--- src/rtl/alu_pkg.sv ---
// alu_pkg: shared integer-unit types and add/subtract mode encodings.
package alu_pkg;
  typedef enum logic [1:0] {IDLE, RUN, DONE} seq_state_t;
  localparam logic MODE_ADD = 1'b0;
  localparam logic MODE_SUB = 1'b1;
endpackage

--- src/rtl/multiword_add_sub_sequencer_if.sv ---
// multiword_add_sub_sequencer_if: operand/result handshake bundle of the multi-word add/sub sequencer.
interface multiword_add_sub_sequencer_if #(
  parameter int DATA_WIDTH = 16,
  parameter int NUM_WORDS  = 4
);
  logic                             in_valid;
  logic                             in_ready;
  logic                             mode;
  logic [DATA_WIDTH*NUM_WORDS-1:0]  operand_a;
  logic [DATA_WIDTH*NUM_WORDS-1:0]  operand_b;
  logic                             carry_in;
  logic                             out_valid;
  logic                             out_ready;
  logic [DATA_WIDTH*NUM_WORDS-1:0]  result;
  logic                             carry_out;
  logic                             overflow;
  logic                             busy;
  modport master (
    output in_valid, mode, operand_a, operand_b, carry_in, out_ready,
    input  in_ready, out_valid, result, carry_out, overflow, busy
  );
  modport slave (
    input  in_valid, mode, operand_a, operand_b, carry_in, out_ready,
    output in_ready, out_valid, result, carry_out, overflow, busy
  );
endinterface

--- src/rtl/word_add_slice.sv ---
// word_add_slice: one-word add/subtract with carry out and carry into the MSB.
module word_add_slice
  import alu_pkg::*;
#(
  parameter int DATA_WIDTH = 16
) (
  input  logic [DATA_WIDTH-1:0] a,
  input  logic [DATA_WIDTH-1:0] b,
  input  logic                  mode,
  input  logic                  cin,
  output logic [DATA_WIDTH-1:0] sum,
  output logic                  cout,
  output logic                  c_msb
);
  logic [DATA_WIDTH-1:0] bx;
  logic [DATA_WIDTH-1:0] lo;
  assign bx = (mode == MODE_SUB) ? ~b : b;
  assign {cout, sum} = {1'b0, a} + {1'b0, bx} + {{DATA_WIDTH{1'b0}}, cin};
  // Sum of the bits below the MSB; its top bit is the carry into the MSB.
  assign lo = {1'b0, a[DATA_WIDTH-2:0]} + {1'b0, bx[DATA_WIDTH-2:0]} + {{(DATA_WIDTH-1){1'b0}}, cin};
  assign c_msb = lo[DATA_WIDTH-1];
endmodule

--- src/rtl/multiword_add_sub_sequencer.sv ---
// multiword_add_sub_sequencer: wide add/subtract processed one word per cycle, LSW first,
// with a registered carry chain between words.
module multiword_add_sub_sequencer
  import alu_pkg::*;
#(
  parameter int DATA_WIDTH = 16,
  parameter int NUM_WORDS  = 4
) (
  input logic clk,
  input logic rst_n,
  multiword_add_sub_sequencer_if.slave bus
);
  localparam int IW = (NUM_WORDS > 1) ? $clog2(NUM_WORDS) : 1;
  localparam logic [IW-1:0] LAST = IW'(NUM_WORDS - 1);
  if (DATA_WIDTH < 2 || NUM_WORDS < 1) begin : g_bad_params
    $error("multiword_add_sub_sequencer: DATA_WIDTH must be >= 2 and NUM_WORDS >= 1");
  end
  seq_state_t state_q, state_d;
  logic [IW-1:0] idx_q;
  logic [NUM_WORDS-1:0][DATA_WIDTH-1:0] a_q, b_q, res_q;
  logic mode_q, c_q, cout_q, ovf_q;
  logic [DATA_WIDTH-1:0] sum;
  logic cout, c_msb, last;
  assign last = idx_q == LAST;
  word_add_slice #(.DATA_WIDTH(DATA_WIDTH)) u_slice (
    .a(a_q[idx_q]), .b(b_q[idx_q]), .mode(mode_q), .cin(c_q),
    .sum(sum), .cout(cout), .c_msb(c_msb)
  );
  always_comb begin
    state_d = (state_q == IDLE) ? (bus.in_valid ? RUN : IDLE) :
              (state_q == RUN)  ? (last ? DONE : RUN) :
                                  (bus.out_ready ? IDLE : DONE);
  end
  always_ff @(posedge clk) begin
    if (!rst_n) begin
      state_q <= IDLE;
      idx_q   <= '0;
      a_q     <= '0;
      b_q     <= '0;
      mode_q  <= 1'b0;
      c_q     <= 1'b0;
      res_q   <= '0;
      cout_q  <= 1'b0;
      ovf_q   <= 1'b0;
    end else begin
      state_q <= state_d;
      if (state_q == IDLE && bus.in_valid) begin
        a_q    <= bus.operand_a;
        b_q    <= bus.operand_b;
        mode_q <= bus.mode;
        // Subtract runs as A + ~B + 1, so a borrow-in of 0 becomes a carry of 1.
        c_q    <= bus.carry_in ^ bus.mode;
        idx_q  <= '0;
      end
      if (state_q == RUN) begin
        res_q[idx_q] <= sum;
        c_q          <= cout;
        idx_q        <= last ? idx_q : idx_q + 1'b1;
        if (last) begin
          cout_q <= cout ^ mode_q;
          ovf_q  <= c_msb ^ cout;
        end
      end
    end
  end
  assign bus.in_ready  = state_q == IDLE;
  assign bus.out_valid = state_q == DONE;
  assign bus.busy      = state_q != IDLE;
  assign bus.result    = res_q;
  assign bus.carry_out = cout_q;
  assign bus.overflow  = ovf_q;
endmodule

--- src/flat_wrapper.sv ---
// flat-port wrapper written by rule: the top's interface ports become plain ports
module multiword_add_sub_sequencer_flat import alu_pkg::*;
#(
  parameter int DATA_WIDTH = 16,
  parameter int NUM_WORDS  = 4
)
  (clk, rst_n, bus_in_valid, bus_mode, bus_operand_a, bus_operand_b, bus_carry_in, bus_out_ready, bus_in_ready, bus_out_valid, bus_result, bus_carry_out, bus_overflow, bus_busy);
  multiword_add_sub_sequencer_if #(.DATA_WIDTH(DATA_WIDTH), .NUM_WORDS(NUM_WORDS)) bus_i ();
  input logic clk;
  input logic rst_n;
  input wire logic [$bits(bus_i.in_valid)-1:0] bus_in_valid;
  input wire logic [$bits(bus_i.mode)-1:0] bus_mode;
  input wire logic [$bits(bus_i.operand_a)-1:0] bus_operand_a;
  input wire logic [$bits(bus_i.operand_b)-1:0] bus_operand_b;
  input wire logic [$bits(bus_i.carry_in)-1:0] bus_carry_in;
  input wire logic [$bits(bus_i.out_ready)-1:0] bus_out_ready;
  output wire logic [$bits(bus_i.in_ready)-1:0] bus_in_ready;
  output wire logic [$bits(bus_i.out_valid)-1:0] bus_out_valid;
  output wire logic [$bits(bus_i.result)-1:0] bus_result;
  output wire logic [$bits(bus_i.carry_out)-1:0] bus_carry_out;
  output wire logic [$bits(bus_i.overflow)-1:0] bus_overflow;
  output wire logic [$bits(bus_i.busy)-1:0] bus_busy;
  assign bus_i.in_valid = bus_in_valid;
  assign bus_i.mode = bus_mode;
  assign bus_i.operand_a = bus_operand_a;
  assign bus_i.operand_b = bus_operand_b;
  assign bus_i.carry_in = bus_carry_in;
  assign bus_i.out_ready = bus_out_ready;
  assign bus_in_ready = bus_i.in_ready;
  assign bus_out_valid = bus_i.out_valid;
  assign bus_result = bus_i.result;
  assign bus_carry_out = bus_i.carry_out;
  assign bus_overflow = bus_i.overflow;
  assign bus_busy = bus_i.busy;
  multiword_add_sub_sequencer #(.DATA_WIDTH(DATA_WIDTH), .NUM_WORDS(NUM_WORDS)) u_core (.clk(clk), .rst_n(rst_n), .bus(bus_i));
endmodule
--- config.mk ---
export PLATFORM = sky130hd
export DESIGN_NAME = multiword_add_sub_sequencer_flat
export DESIGN_NICKNAME = d
export VERILOG_FILES = /design/src/rtl/alu_pkg.sv /design/src/rtl/multiword_add_sub_sequencer_if.sv /design/src/rtl/word_add_slice.sv /design/src/rtl/multiword_add_sub_sequencer.sv /design/src/flat_wrapper.sv
export SDC_FILE = /design/constraint.sdc
export NUM_CORES = 1
export LEC_CHECK = 0
export BUFFER_PORTS_ARGS = -buffer_cell sky130_fd_sc_hd__buf_2
export CAP_MARGIN = 20
export CORE_ASPECT_RATIO = 0.6
export CORE_MARGIN = 3
export CORE_UTILIZATION = 45
export CTS_CLUSTER_DIAMETER = 60
export DETAILED_ROUTE_END_ITERATION = 10
export GPL_ROUTABILITY_DRIVEN = 0
export HOLD_SLACK_MARGIN = 0.06
export PLACE_DENSITY = 0.68
export REMOVE_ABC_BUFFERS = 1
export SETUP_SLACK_MARGIN = 0.5
export SYNTH_ARGS = -nofsm -noshare
export SYNTH_HDL_FRONTEND = slang
export SYNTH_SLANG_ARGS = --single-unit
--- constraint.sdc ---
create_clock -name clk -period 4.15 [get_ports clk]
set_clock_uncertainty 0.05 [all_clocks]
set_input_delay 0.415 -clock clk [delete_from_list [all_inputs] [get_ports clk]]
set_output_delay 0.415 -clock clk [all_outputs]
set_load 0.02 [all_outputs]
==> flow_metrics.env <==
export IMPL_rows=39
export IMPL_initialDrtViolationCount=634
export IMPL_p_leak_nw=4.40
export IMPL_crit_fanout=29
export IMPL_rsz0062_at_grt="no"
export IMPL_core_mm2=0.0194
export IMPL_ios=203
export IMPL_hold_class="in -> reg"
export IMPL_cts_buffers=17
export IMPL_clk_root_buffer_cell="clkbuf_16"
export IMPL_yosysWarnings=0
export IMPL_max_slew_margin_pct=29.2
export IMPL_gr_usage_all_layers_pct=22.7
export IMPL_critical_path_class="reg -> reg"
export IMPL_final_seq_area_mm2=0.00401
export IMPL_rr_startpoint="u_core.idx_q[0]$_SDFFE_PN0P_"
export IMPL_cts_num_sinks=200
export IMPL_worst_slack_ns=0.696
export IMPL_hold_buffers=0
export IMPL_setup_viol=0
export IMPL_cts_reportedPaths_clkPinSlew_ns=0.07
export IMPL_drv_cap=0
export IMPL_endpoint_kind="flop"
export IMPL_clk_insertion_delay_late_ns=0.44
export IMPL_ant_nets=0
export IMPL_grt_max_degree=144
export IMPL_critPathArrivalTime_ns=3.76
export IMPL_max_stage_delay_ns=0.54
export IMPL_die_area_mm2=0.0219
export IMPL_nNetsFinal=1373
export IMPL_synth_ff_type="dfxtp_1"
export IMPL_postCtsSetupRepairBufs=0
export IMPL_dp_hpwl_um=17100
export IMPL_synth_edff_count=0
export IMPL_path_delay_family="compound AO/OA/AOI/OAI gates"
export IMPL_tightest_slew_ns=1.06
export IMPL_path_common_cell="a31oi_1"
export IMPL_grt_pass1_vias=7416
export IMPL_diodes=0
export IMPL_routed_wl_um=24900
export IMPL_initial_utilization_pct=46.7
export IMPL_routed_via_density=5.35
export IMPL_slew_violations=0
export IMPL_cp_cell_sequence="buf_12 -> mux4_2 -> xnor2_1 -> ha_1 -> a21o_1 -> a21oi_1 -> a21boi_2 -> a31oi_1 -> or4_1 -> a31oi_1"
export IMPL_status="completed"
export IMPL_die_height_um=116
export IMPL_cts_buffer_depth=2
export IMPL_min_period_ns=3.45
export IMPL_crit_buf_inv=1
export IMPL_p_per_area_mw_per_mm2=415
export IMPL_ys_seq_area_share_pct=44.3
export IMPL_hold_viol=0
export IMPL_layout_drive_gt1_share_pct=25.0
export IMPL_antenna_found_initial=0
export IMPL_multi_input_area_mm2=0.00468
export IMPL_pre_cts_ws_ns=0.588
export IMPL_post_cts_resized=0
export IMPL_dr_total_vias=8003
export IMPL_netlist_instances=1072
export IMPL_peakVddDrop_mv=0.308
export IMPL_syn_area_mm2=0.00904
export IMPL_grt_overflow=0
export IMPL_numPortBuffers=202
export IMPL_synthDistinctLibCells=57
export IMPL_yosys_register_bits=200
export IMPL_syn2layout_area_growth_pct=18.7
export IMPL_period_share_pct=83.2
export IMPL_htree_levels=4
export IMPL_critPathLaunch="u_core.idx_q[0]$_SDFFE_PN0P_"
export IMPL_wl_per_cell_um=16.6
export IMPL_fill_cells=1807
export IMPL_async_flop_share_pct=0
export IMPL_worstPathRequired_ns=4.46
export IMPL_syn_avg_cell_area_um2=8.43
export IMPL_die_x_um=189
export IMPL_drt_drc_violations_left=0
export IMPL_min_delay_start="bus_operand_a[42]"
export IMPL_fmaxAchievable_ghz=0.290
export IMPL_slowest_stage="mux4_2"
export IMPL_cts_tree="yes"
export IMPL_tns_ns=0
export IMPL_final_common_cell="nand2_1"
export IMPL_grt_pass1_wl_um=39200
export IMPL_cp_start_kind="flop"
export IMPL_dr_pass1_iters=6
export IMPL_final_cell_mix="nand2_1 (338), buf_2 (202), dfxtp_1 (198)"
==> path summary, 6_finish.rpt <==
kind	end	slack, ns	cells past startpoint
max	u_core.bus.carry_out$_SDFFE_PN0P_	0.70	10
min	u_core.a_q[42]$_SDFFE_PN0P_	0.15	3
max reg2reg	u_core.bus.carry_out$_SDFFE_PN0P_	0.70	10
min reg2reg	u_core.a_q[53]$_SDFFE_PN0P_	0.40	2
==> power by group <==
part / total, mW / internal (mW) / leakage, nW / switching (mW)
registers: 2.07 / 2.02 / 1.64 / 0.0571
clock network: 1.66 / 0.896 / 0.282 / 0.764
logic: 0.719 / 0.270 / 2.48 / 0.449
total: 4.45 / 3.18 / 4.40 / 1.27
==> layer usage <==
layer | wire [um] | global-route usage (%)
met1 | 12400 | 33.4
met2 | 10600 | 33.5
met3 | 1730 | 5.83
met4 | 219 | 5.16
met5 | 0 | 0
==> final cells by class <==
type	count	area share, %
clock buffers	19	4.03
clock inverters	13	1.34
inverters	12	0.466
multi-input cells	778	43.7
flip-flops and latches	200	37.4
well taps	266	3.10
repair buffers	209	10.0
==> synth_stat cells (2+ instances only) <==
master,n,area [um2]
nand2b_1,5,31.3
o211ai_1,5,37.5
a21oi_1,170,851
o311ai_2,5,81.3
and2_1,6,37.5
o311ai_0,4,35.0
buf_2,23,115
a211oi_2,3,37.5
buf_1,2,7.51
nand3_1,36,180
xor2_1,2,17.5
o21ba_2,2,20.0
nand2_1,339,1270
dfxtp_1,200,4000
nor2b_1,2,12.5
clkbuf_1,54,203
and2_4,2,17.5
a31oi_1,9,56.3
o21ai_1,4,20.0
o21ai_0,11,55.1
o311ai_4,3,78.8
a21o_1,4,30.0
nand4_1,9,56.3
nor2_1,36,135
a211oi_1,8,60.1
inv_1,10,37.5
o21a_1,4,30.0
and3_1,4,25.0
ha_1,19,238
mux4_2,32,721
xnor2_1,24,210
fa_1,2,40.0
a21oi_2,3,26.3
nor3_1,7,35.0
==> cells by family (layout without fill, tap and decap cells) <==
family / count (synthesis) / count (layout) / share of synthesized area, %
and+or+nand+nor: 451 / 451 / 20.3
AOI/OAI and AO/OA: 248 / 248 / 17.4
DFF: 200 / 200 / 44.3
buffers and inverters: 94 / 253 / 4.43
muxes: 32 / 32 / 7.97
xor gates and xnor gates: 26 / 26 / 2.52
adders and majority gates: 21 / 21 / 3.07
==> per-stage QoR <==
stage | total power [mW] | hold slack [ns] | utilization, % | std cells | area, um2
after floorplan | 2.58 | 0.383 | - | 990 | 8680
after global placement | 2.81 | 0.389 | 52.2 | 1465 | 10100
after detailed placement | 2.82 | 0.394 | 52.2 | 1465 | 10100
after CTS | 4.47 | 0.135 | 55.2 | 1497 | 10700
after global routing | 4.63 | 0.147 | 55.4 | 1497 | 10700
final | 4.45 | 0.155 | 55.4 | 1497 | 10700
==> state kept, by name, indices dropped and copies added, names as in the netlist <==
signal	cells
u_core.bus.result	64
u_core.b_q	64
u_core.bus.carry_out	1
u_core.a_q	64
u_core.bus.overflow	1
u_core.idx_q	2
u_core.c_q	1
u_core.mode_q	1
u_core.state_q	2
==> worst min-delay path, delay by kind of cell <==
kind	cells	cell delay [ns]
compound gates	1	0.05
buf+inv	1	0.09
simple gates	1	0.04
(Power assumes the default switching activity.)
